## src/rtl/intc_gen_pkg.sv

```systemverilog
// Shared register layouts, bus offsets and vector constants for the
// programmable interrupt controller.
package intc_gen_pkg;

  typedef struct packed {
    logic       nmil;
    logic [5:0] rsv_h;
    logic       nmie;
    logic [6:0] rsv_l;
    logic       vecmd;
  } ICRG_t;

  typedef struct packed {
    logic [3:0] pri;
    logic       edge_md;
    logic [3:0] rsv;
    logic [6:0] vec;
  } SRC_CFG_t;

  localparam ICRG_t    ICRG_INIT    = '0;
  localparam SRC_CFG_t SRC_CFG_INIT = '0;

  localparam logic [15:0] ICR_WMASK = 16'h0101;
  localparam logic [15:0] ICR_RMASK = 16'h8101;
  localparam logic [15:0] CFG_WMASK = 16'hF87F;
  localparam logic [15:0] CFG_RMASK = 16'hF87F;

  localparam logic [7:0] ICR_OFS  = 8'h00;
  localparam logic [7:0] PEND_OFS = 8'h04;
  localparam logic [7:0] CFG_OFS  = 8'h20;

  localparam logic [5:0] ICR_WORD  = ICR_OFS[7:2];
  localparam logic [5:0] PEND_WORD = PEND_OFS[7:2];
  localparam logic [5:0] CFG_WORD  = CFG_OFS[7:2];

  localparam logic [4:0] IRL_VEC_BASE = 5'b01000;
  localparam logic [7:0] NMI_VEC      = 8'd11;
  localparam logic [3:0] NMI_LVL      = 4'd15;

  // Byte-lane merge of a halfword write; be[1] covers the upper byte.
  function automatic logic [15:0] hw_merge(input logic [15:0] old_val,
                                           input logic [15:0] din,
                                           input logic [1:0]  be,
                                           input logic [15:0] wmask);
    logic [15:0] m;
    m = {{8{be[1]}}, {8{be[0]}}} & wmask;
    return (old_val & ~m) | (din & m);
  endfunction

endpackage

```

## src/rtl/intc_gen_prio_arb.sv

```systemverilog
// Combinational max-priority search over the on-chip sources; equal
// priorities resolve to the lowest index.
module intc_prio_arb #(
  parameter int NUM_SRC = 16,
  parameter int IDX_W   = (NUM_SRC > 1) ? $clog2(NUM_SRC) : 1
) (
  input  logic [NUM_SRC-1:0]      req,
  input  logic [NUM_SRC-1:0][3:0] pri,
  output logic                    valid,
  output logic [IDX_W-1:0]        idx,
  output logic [3:0]              lvl
);

  always_comb begin
    valid = 1'b0;
    idx   = '0;
    lvl   = '0;
    // Strictly-greater replacement keeps the earliest index on ties.
    for (int i = 0; i < NUM_SRC; i++) begin
      if (req[i] && (!valid || (pri[i] > lvl))) begin
        valid = 1'b1;
        idx   = IDX_W'(i);
        lvl   = pri[i];
      end
    end
  end

endmodule

```

## src/rtl/intc_gen.sv

```systemverilog
// Register-programmable interrupt controller: NMI, filtered IRL and NUM_SRC
// on-chip sources arbitrated into one registered CPU request.
module intc_gen
  import intc_gen_pkg::*;
#(
  parameter int          NUM_SRC   = 16,
  parameter int          IRL_FILT  = 5,
  parameter logic [31:0] BASE_ADDR = 32'hFFFFFD00
) (
  input  logic               CLK,
  input  logic               RST_N,
  input  logic               CE_R,
  input  logic               CE_F,
  input  logic               RES_N,
  input  logic               NMI_N,
  input  logic [3:0]         IRL_N,
  input  logic [31:0]        IBUS_A,
  input  logic [31:0]        IBUS_DI,
  output logic [31:0]        IBUS_DO,
  input  logic [3:0]         IBUS_BA,
  input  logic               IBUS_WE,
  input  logic               IBUS_REQ,
  output logic               IBUS_BUSY,
  output logic               IBUS_ACT,
  input  logic [NUM_SRC-1:0] SRC_IRQ,
  input  logic [3:0]         CPU_MASK,
  input  logic               INT_ACK,
  output logic               INT_REQ,
  output logic [3:0]         INT_LVL,
  output logic [7:0]         INT_VEC,
  output logic               INT_NMI
);

  localparam int IDX_W     = (NUM_SRC > 1) ? $clog2(NUM_SRC) : 1;
  localparam int CFG_WORDS = (NUM_SRC + 1) / 2;
  localparam int CNT_W     = $clog2(IRL_FILT + 1);

  // Bus decode
  logic       in_block, hit_icr, hit_pend, hit_cfg;
  logic [5:0] word;
  logic       wr_en, wr_icr, wr_pend, rd_en;
  logic       unused_ok;

  assign in_block  = (IBUS_A[31:8] == BASE_ADDR[31:8]);
  assign word      = IBUS_A[7:2];
  assign hit_icr   = in_block && (word == ICR_WORD);
  assign hit_pend  = in_block && (word == PEND_WORD);
  assign hit_cfg   = in_block && (word >= CFG_WORD) && (word < (CFG_WORD + 6'(CFG_WORDS)));
  assign IBUS_ACT  = hit_icr || hit_pend || hit_cfg;
  assign IBUS_BUSY = 1'b0;
  assign wr_en     = IBUS_REQ && IBUS_WE;
  assign wr_icr    = wr_en && hit_icr;
  assign wr_pend   = wr_en && hit_pend;
  // Any in-block read captures, so unmapped holes return zero.
  assign rd_en     = IBUS_REQ && !IBUS_WE && in_block;
  assign unused_ok = ^IBUS_A[1:0];

  // State
  ICRG_t              icr_reg;
  logic [NUM_SRC-1:0] pend_reg, src_prev_reg;
  logic               nmi_prev_reg, nmi_req_reg;
  logic [3:0]         irl_prev_reg, irl_lvl_reg;
  logic [CNT_W-1:0]   irl_cnt_reg;
  logic               irl_req_reg;
  logic               int_req_reg, int_nmi_reg, win_irl_reg, win_src_reg;
  logic [3:0]         int_lvl_reg;
  logic [7:0]         int_vec_reg;
  logic [IDX_W-1:0]   win_idx_reg;
  logic [31:0]        ibus_do_reg;

  // Per-source configuration
  logic [NUM_SRC-1:0][3:0]     pri_all;
  logic [NUM_SRC-1:0][6:0]     vec_all;
  logic [NUM_SRC-1:0]          edge_all, w1c, req_q;
  logic [2*CFG_WORDS-1:0][15:0] cfg_rd;
  logic [NUM_SRC-1:0]          pend_view, pend_arb, pend_next, clr, ack_vec;

  logic ack;
  assign ack = INT_ACK && int_req_reg;

  genvar gi;
  generate
    for (gi = 0; gi < 2 * CFG_WORDS; gi++) begin : g_cfg
      if (gi < NUM_SRC) begin : g_src
        SRC_CFG_t    cfg_reg;
        logic        sel;
        logic [15:0] din;
        logic [1:0]  be;

        assign sel = wr_en && hit_cfg && (word == (CFG_WORD + 6'(gi / 2)));
        // Even index sits at the lower byte offset, i.e. the upper data lanes.
        assign din = (gi % 2 == 1) ? IBUS_DI[15:0] : IBUS_DI[31:16];
        assign be  = (gi % 2 == 1) ? IBUS_BA[1:0]  : IBUS_BA[3:2];

        always_ff @(posedge CLK or negedge RST_N) begin
          if (!RST_N) begin
            cfg_reg <= SRC_CFG_INIT;
          end else if (CE_R) begin
            if (!RES_N)
              cfg_reg <= SRC_CFG_INIT;
            else if (sel)
              cfg_reg <= SRC_CFG_t'(hw_merge(cfg_reg, din, be, CFG_WMASK));
          end
        end

        assign pri_all[gi]  = cfg_reg.pri;
        assign vec_all[gi]  = cfg_reg.vec;
        assign edge_all[gi] = cfg_reg.edge_md;
        assign cfg_rd[gi]   = cfg_reg & CFG_RMASK;
        assign w1c[gi]      = wr_pend && IBUS_DI[gi] && IBUS_BA[gi / 8];
        assign req_q[gi]    = pend_arb[gi] && (pri_all[gi] > CPU_MASK);
      end else begin : g_pad
        assign cfg_rd[gi] = '0;
      end
    end
  endgenerate

  // Pending: edge bits latch rises, level bits follow the pin.
  always_comb begin
    ack_vec = '0;
    if (ack && win_src_reg)
      ack_vec[win_idx_reg] = 1'b1;
  end

  assign pend_view = (pend_reg & edge_all) | (SRC_IRQ & ~edge_all);
  assign clr       = (ack_vec | w1c) & edge_all;
  assign pend_next = ((pend_reg & ~clr) | (SRC_IRQ & ~src_prev_reg)) & edge_all;
  // Arbitrate on the post-clear view so an acked source is not re-presented.
  assign pend_arb  = pend_view & ~clr;

  // NMI
  logic nmi_edge, nmi_clr, nmi_req_next, nmi_arb;
  assign nmi_edge     = icr_reg.nmie ? (!nmi_prev_reg && NMI_N) : (nmi_prev_reg && !NMI_N);
  assign nmi_clr      = ack && int_nmi_reg;
  assign nmi_req_next = nmi_req_reg ? !nmi_clr : nmi_edge;
  assign nmi_arb      = nmi_req_reg && !nmi_clr;

  // IRL filter
  logic [3:0]       irl_in, irl_lvl_next;
  logic [CNT_W-1:0] irl_cnt_next;
  logic             irl_accept, irl_clr, irl_req_next, irl_arb;

  assign irl_in = ~IRL_N;

  always_comb begin
    if (irl_in != irl_prev_reg)
      irl_cnt_next = CNT_W'(1);
    else if (irl_cnt_reg == CNT_W'(IRL_FILT))
      irl_cnt_next = irl_cnt_reg;
    else
      irl_cnt_next = irl_cnt_reg + 1'b1;
  end

  assign irl_accept   = (irl_cnt_next == CNT_W'(IRL_FILT)) && (irl_in != 4'd0) && !irl_req_reg;
  assign irl_clr      = ack && win_irl_reg;
  assign irl_req_next = irl_accept || (irl_req_reg && !irl_clr);
  assign irl_lvl_next = irl_accept ? irl_in : irl_lvl_reg;
  assign irl_arb      = irl_req_reg && !irl_clr && (irl_lvl_reg > CPU_MASK);

  // Arbitration
  logic             arb_valid;
  logic [IDX_W-1:0] arb_idx;
  logic [3:0]       arb_lvl;

  intc_prio_arb #(
    .NUM_SRC(NUM_SRC),
    .IDX_W  (IDX_W)
  ) u_arb (
    .req  (req_q),
    .pri  (pri_all),
    .valid(arb_valid),
    .idx  (arb_idx),
    .lvl  (arb_lvl)
  );

  logic             int_req_next, int_nmi_next, win_irl_next, win_src_next;
  logic [3:0]       int_lvl_next;
  logic [7:0]       int_vec_next;
  logic [IDX_W-1:0] win_idx_next;

  always_comb begin
    int_req_next = 1'b0;
    int_nmi_next = 1'b0;
    int_lvl_next = '0;
    int_vec_next = '0;
    win_irl_next = 1'b0;
    win_src_next = 1'b0;
    win_idx_next = '0;
    if (nmi_arb) begin
      int_req_next = 1'b1;
      int_nmi_next = 1'b1;
      int_lvl_next = NMI_LVL;
      int_vec_next = NMI_VEC;
    end else if (irl_arb) begin
      int_req_next = 1'b1;
      int_lvl_next = irl_lvl_reg;
      int_vec_next = {IRL_VEC_BASE, irl_lvl_reg[3:1]};
      win_irl_next = 1'b1;
    end else if (arb_valid) begin
      int_req_next = 1'b1;
      int_lvl_next = arb_lvl;
      int_vec_next = {1'b0, vec_all[arb_idx]};
      win_src_next = 1'b1;
      win_idx_next = arb_idx;
    end
  end

  // State registers
  always_ff @(posedge CLK or negedge RST_N) begin
    if (!RST_N) begin
      icr_reg      <= ICRG_INIT;
      pend_reg     <= '0;
      src_prev_reg <= '0;
      nmi_prev_reg <= 1'b1;
      nmi_req_reg  <= 1'b0;
      irl_prev_reg <= '0;
      irl_cnt_reg  <= '0;
      irl_req_reg  <= 1'b0;
      irl_lvl_reg  <= '0;
      int_req_reg  <= 1'b0;
      int_nmi_reg  <= 1'b0;
      int_lvl_reg  <= '0;
      int_vec_reg  <= '0;
      win_irl_reg  <= 1'b0;
      win_src_reg  <= 1'b0;
      win_idx_reg  <= '0;
    end else if (CE_R) begin
      if (!RES_N) begin
        icr_reg      <= ICRG_INIT;
        icr_reg.nmil <= NMI_N;
        pend_reg     <= '0;
        src_prev_reg <= '0;
        nmi_prev_reg <= NMI_N;
        nmi_req_reg  <= 1'b0;
        irl_prev_reg <= '0;
        irl_cnt_reg  <= '0;
        irl_req_reg  <= 1'b0;
        irl_lvl_reg  <= '0;
        int_req_reg  <= 1'b0;
        int_nmi_reg  <= 1'b0;
        int_lvl_reg  <= '0;
        int_vec_reg  <= '0;
        win_irl_reg  <= 1'b0;
        win_src_reg  <= 1'b0;
        win_idx_reg  <= '0;
      end else begin
        if (wr_icr)
          icr_reg <= ICRG_t'(hw_merge(icr_reg, IBUS_DI[31:16], IBUS_BA[3:2], ICR_WMASK));
        pend_reg     <= pend_next;
        src_prev_reg <= SRC_IRQ;
        nmi_prev_reg <= NMI_N;
        nmi_req_reg  <= nmi_req_next;
        irl_prev_reg <= irl_in;
        irl_cnt_reg  <= irl_cnt_next;
        irl_req_reg  <= irl_req_next;
        irl_lvl_reg  <= irl_lvl_next;
        int_req_reg  <= int_req_next;
        int_nmi_reg  <= int_nmi_next;
        int_lvl_reg  <= int_lvl_next;
        int_vec_reg  <= int_vec_next;
        win_irl_reg  <= win_irl_next;
        win_src_reg  <= win_src_next;
        win_idx_reg  <= win_idx_next;
      end
    end
  end

  // Read data
  logic [31:0] pend32, rd_data;

  always_comb begin
    pend32 = '0;
    pend32[NUM_SRC-1:0] = pend_view;
  end

  always_comb begin
    rd_data = '0;
    if (hit_icr) begin
      rd_data[31:16] = icr_reg & ICR_RMASK;
    end else if (hit_pend) begin
      rd_data = pend32;
    end else begin
      for (int j = 0; j < CFG_WORDS; j++) begin
        if (hit_cfg && (word == (CFG_WORD + 6'(j))))
          rd_data = {cfg_rd[2*j], cfg_rd[2*j+1]};
      end
    end
  end

  always_ff @(posedge CLK or negedge RST_N) begin
    if (!RST_N)
      ibus_do_reg <= '0;
    else if (CE_R && !RES_N)
      ibus_do_reg <= '0;
    else if (CE_F && rd_en)
      ibus_do_reg <= rd_data;
  end

  assign IBUS_DO = ibus_do_reg;
  assign INT_REQ = int_req_reg;
  assign INT_LVL = int_lvl_reg;
  assign INT_VEC = int_vec_reg;
  assign INT_NMI = int_nmi_reg;

endmodule

```

## config.mk

```make
export PLATFORM = sky130hd
export DESIGN_NAME = intc_gen
export DESIGN_NICKNAME = d
export VERILOG_FILES = /design/src/rtl/intc_gen_pkg.sv /design/src/rtl/intc_gen_prio_arb.sv /design/src/rtl/intc_gen.sv
export SDC_FILE = /design/constraint.sdc
export NUM_CORES = 1
export LEC_CHECK = 0
export ABC_AREA = 1
export CAP_MARGIN = 20
export CORE_MARGIN = 2
export CORE_UTILIZATION = 50
export DETAILED_ROUTE_END_ITERATION = 10
export PLACE_DENSITY = 0.7
export SETUP_SLACK_MARGIN = 0.02
export SLEW_MARGIN = 30
export SYNTH_ARGS = -nofsm -noshare
export SYNTH_HDL_FRONTEND = slang
export SYNTH_SLANG_ARGS = --single-unit
```

## constraint.sdc

```tcl
create_clock -name CLK -period 24.5 [get_ports CLK]
set_input_delay 7.35 -clock CLK [delete_from_list [all_inputs] [get_ports CLK]]
set_output_delay 7.35 -clock CLK [all_outputs]
set_load 0.05 [all_outputs]
```

==> out/metrics.json <==
{
  "seq_power_share": 0.359,
  "clock-sinks": 289,
  "drv_slew": 0,
  "most_used_flip_flop_cell_after_synthesis": "dfrtp_1",
  "irDropWorstVdd_uv": 66.6,
  "nature_of_the_critical_path_endpoint": "flip-flop",
  "tightest_slew_ns": 1.21,
  "netlist-cell-type-count": 53,
  "insertedDiodeCount": 0,
  "via_per_inst": 6.38,
  "area.growth.synth_to_final_pct": 32.0,
  "total_switching_power_uw": 402,
  "placed_cells_incl_taps": 3337,
  "critical-path-top-delay-family": "simple AND/OR/NAND/NOR gates",
  "power.leakage_uw": 0.0118,
  "antenna_violating_nets_post_route": 0,
  "post_drt_wl_per_cell_um": 23.0,
  "timing.critical_path.slowest_stage_cell": "o21ai_0",
  "number_of_rows_created_at_floorplan": 72,
  "cts_hold_buffers": 0,
  "synth.cell_area_mm2": 0.0196,
  "boundary_pin_count": 149,
  "globalRouteOverflowTotal": 0,
  "port_buffers": 138,
  "timing.critical_path.buf_inv": 22,
  "cellPowerDensity_mw_per_mm2": 52.7,
  "p_int_uw": 964,
  "criticalPathCategory": "input port to flip-flop",
  "relSlewSlack": 0.187,
  "finalNetCount": 3206,
  "clockRootBuffer": "clkbuf_16",
  "layoutNonFillerInstCount": 3526,
  "dieArea_mm2": 0.0409,
  "max_clock_freq_mhz": 39.6,
  "post_synth_inst_count": 2625,
  "worstHoldPathType": "flip-flop to flip-flop",
  "synth.yosys.warnings": 0,
  "initial_core_utilization": 0.507,
  "pwr-share-clk": 0.433,
  "placed_wire_length_estimate_after_detailed_placement_mm": 55.2,
  "finalHoldViolations": 0,
  "post_route_cells_drive_above_1_share": 0.218,
  "filler_cell_count": 3214,
  "cp.required_ns": 24.92,
  "grt_start_max_net_pins": 102,
  "setup.worst_path.start_class": "input port",
  "path_clk_slew_ns": 0.06,
  "fraction_of_registers_with_async_set_reset": 1.00,
  "run_status": "finished with violations",
  "fin_crit_sh": 1.03,
  "gp_congestion": 0.959,
  "ctsLongestPathBuffers": 3,
  "core_region_area_mm2": 0.0387,
  "cts-buffers-inserted": 36,
  "synth-edff-count": 0,
  "finClkSkew_ns": 0.0209,
  "slowest_delay_ns": 0.42,
  "dr.first_iter.drc_count": 2498,
  "via_count_of_the_first_global_routing_pass": 21600,
  "postRouteWirelength_mm": 81.1,
  "grt.total_usage": 0.382,
  "synth-seq-cells": 289,
  "fp.dieH_um": 202,
  "final_critical_path_required_period_ns": 25.28,
  "dp_slack_ns": -2.61,
  "rsz0062_at_grt": "true",
  "first_pass_iters": 6,
  "dr_total_vias": 22500,
  "max_cap_viol_count": 0,
  "initial_antenna_violation_count": 1,
  "remaining_drc_errors": 0,
  "layout_setup_ws_ns": -0.775,
  "cts_tree": "yes",
  "global_route_wire_length_before_repair_mm": 121,
  "failed_checks": "negative setup slack",
  "power.share.combinational": 0.208,
  "worst_path_most_repeated_cell": "nand2_1",
  "post_synth.cell_area_avg_um2": 7.48,
  "clock_latency_ns": 0.55,
  "largest_reg_flops": 192,
  "floorplan.die.width_um": 202,
  "cp.arrival_ns": 25.70,
  "synth-seq-area-share": 0.369,
  "p_sw_frac": 0.295,
  "htree_levels": 2,
  "report.final.setup_viol": 15,
  "cp_max_fo": 8
}
## layer usage
layer  vias up  global-route usage  share of wire
li1       9961                   -              -
met2      1456               0.610           0.45
met4         0               0.226          0.071
met3       374              0.0663          0.099
met1     10700               0.487           0.38
met5         -                   0              0
## cell usage in the layout, fill, tap and decap left out, drive strengths merged, types with 13 or more instances in the layout
| cell | synthesis | final |
|---|---|---|
| inv | 312 | 311 |
| nand3 | 265 | 265 |
| dfrtp | 288 | 288 |
| nand2 | 503 | 505 |
| o211ai | 52 | 52 |
| clkinv | 7 | 15 |
| nor2 | 96 | 96 |
| o22ai | 140 | 140 |
| clkdlybuf4s50 | 0 | 99 |
| a21oi | 274 | 274 |
| clkbuf | 97 | 65 |
| a221oi | 13 | 13 |
| o2111ai | 13 | 13 |
| o21ai | 254 | 254 |
| nand4 | 35 | 35 |
| a32o | 13 | 13 |
| buf | 34 | 311 |
| o221ai | 34 | 34 |
| o21bai | 16 | 16 |
| ha | 124 | 124 |
## cells by family (layout without fill, tap and decap cells)
kind of cell / after synthesis / after routing / share of synthesized area
simple gates: 921 / 923 / 0.208
buf+inv: 450 / 827 / 0.0913
flops: 289 / 289 / 0.369
other cells: 1 / 5 / 0.000191
xor+xnor: 4 / 4 / 0.00179
compound gates: 836 / 836 / 0.251
fa+ha+maj: 124 / 124 / 0.0791
## cell type report
type | count | area [µm²] | area share
inverter | 319 | 1230 | 0.0474
tap | 518 | 648 | 0.0250
sequential | 289 | 7230 | 0.279
clock inverter | 18 | 279 | 0.0108
timing repair buffer | 442 | 3720 | 0.143
clock buffer | 47 | 1010 | 0.0391
multi-input combinational | 1892 | 11800 | 0.455
timing repair inverter | 1 | 7.51 | 0.000290
## final timing paths
| check | startpoint | end | slack (ns) | cells after the start |
|---|---|---|---|---|
| worst max-delay path | CPU_MASK[1] | INT_VEC[0] | -0.78 | 161 |
| worst min-delay path | src_prev_reg[1] | src_prev_reg[1] | 0.48 | 2 |
| worst max register to register | cfg_rd[12] | INT_VEC[0] | 5.72 | 159 |
| worst min register to register | src_prev_reg[1] | src_prev_reg[1] | 0.48 | 2 |
| max in group asynchronous | RST_N | cfg_rd[159] | 15.50 | 3 |
| min in group asynchronous | RST_N | src_prev_reg[11] | 6.84 | 1 |
## tightest hold or removal path, stage by stage (launching register included)
cell and delay [ns]:
dfrtp_1 0.34, nand2_1 0.05, o21ai_0 0.06
## stage by stage
step / power [µW] / util / cell area, µm² / hold WS (ns) / setup TNS [ns]
finish: 1370 / 0.669 / 25900 / 0.477 / -7.78
global route: 1410 / 0.669 / 25900 / 0.497 / -26.93
CTS: 1340 / 0.649 / 25100 / 0.482 / -0.412
detailed placement: 724 / 0.583 / 22600 / 0.468 / -33.95
global placement: 718 / 0.582 / 22500 / 0.463 / -25.83
floorplan: 619 / - / 19700 / 0.448 / 0
## power groups by stage
stage                     clock network [µW]  logic [µW]  registers, µW
after CTS                                592         257            490
final                                    592         284            490
after global placement                     0         220            498
after global routing                     612         302            491
after detailed placement                   0         225            498
after floorplan                            0         114            505
## synth_stat cells, types with 15 or more instances
cell type | count | area share
o21ai_0 | 224 | 0.057
a21oi_1 | 271 | 0.069
nand2_1 | 479 | 0.092
clkbuf_1 | 97 | 0.019
o21ai_1 | 26 | 0.0066
o21bai_1 | 15 | 0.0057
nand2_2 | 19 | 0.0061
ha_1 | 124 | 0.079
inv_1 | 305 | 0.058
o211ai_1 | 52 | 0.020
o221ai_1 | 34 | 0.015
nor2_1 | 90 | 0.017
dfrtp_1 | 288 | 0.37
nand4_1 | 34 | 0.011
nand3_1 | 260 | 0.066
o22ai_1 | 140 | 0.045
## timing repair
action | CTS | global route
setup endpoints to repair | 15 | 15
gates cloned | 3 | 1
pin swaps | 116 | 130
hold endpoints to repair | 0 | 0
resized for setup | 239 | 164
setup buffers | 94 | 28
No activity file was read; power rests on OpenSTA's default activity.
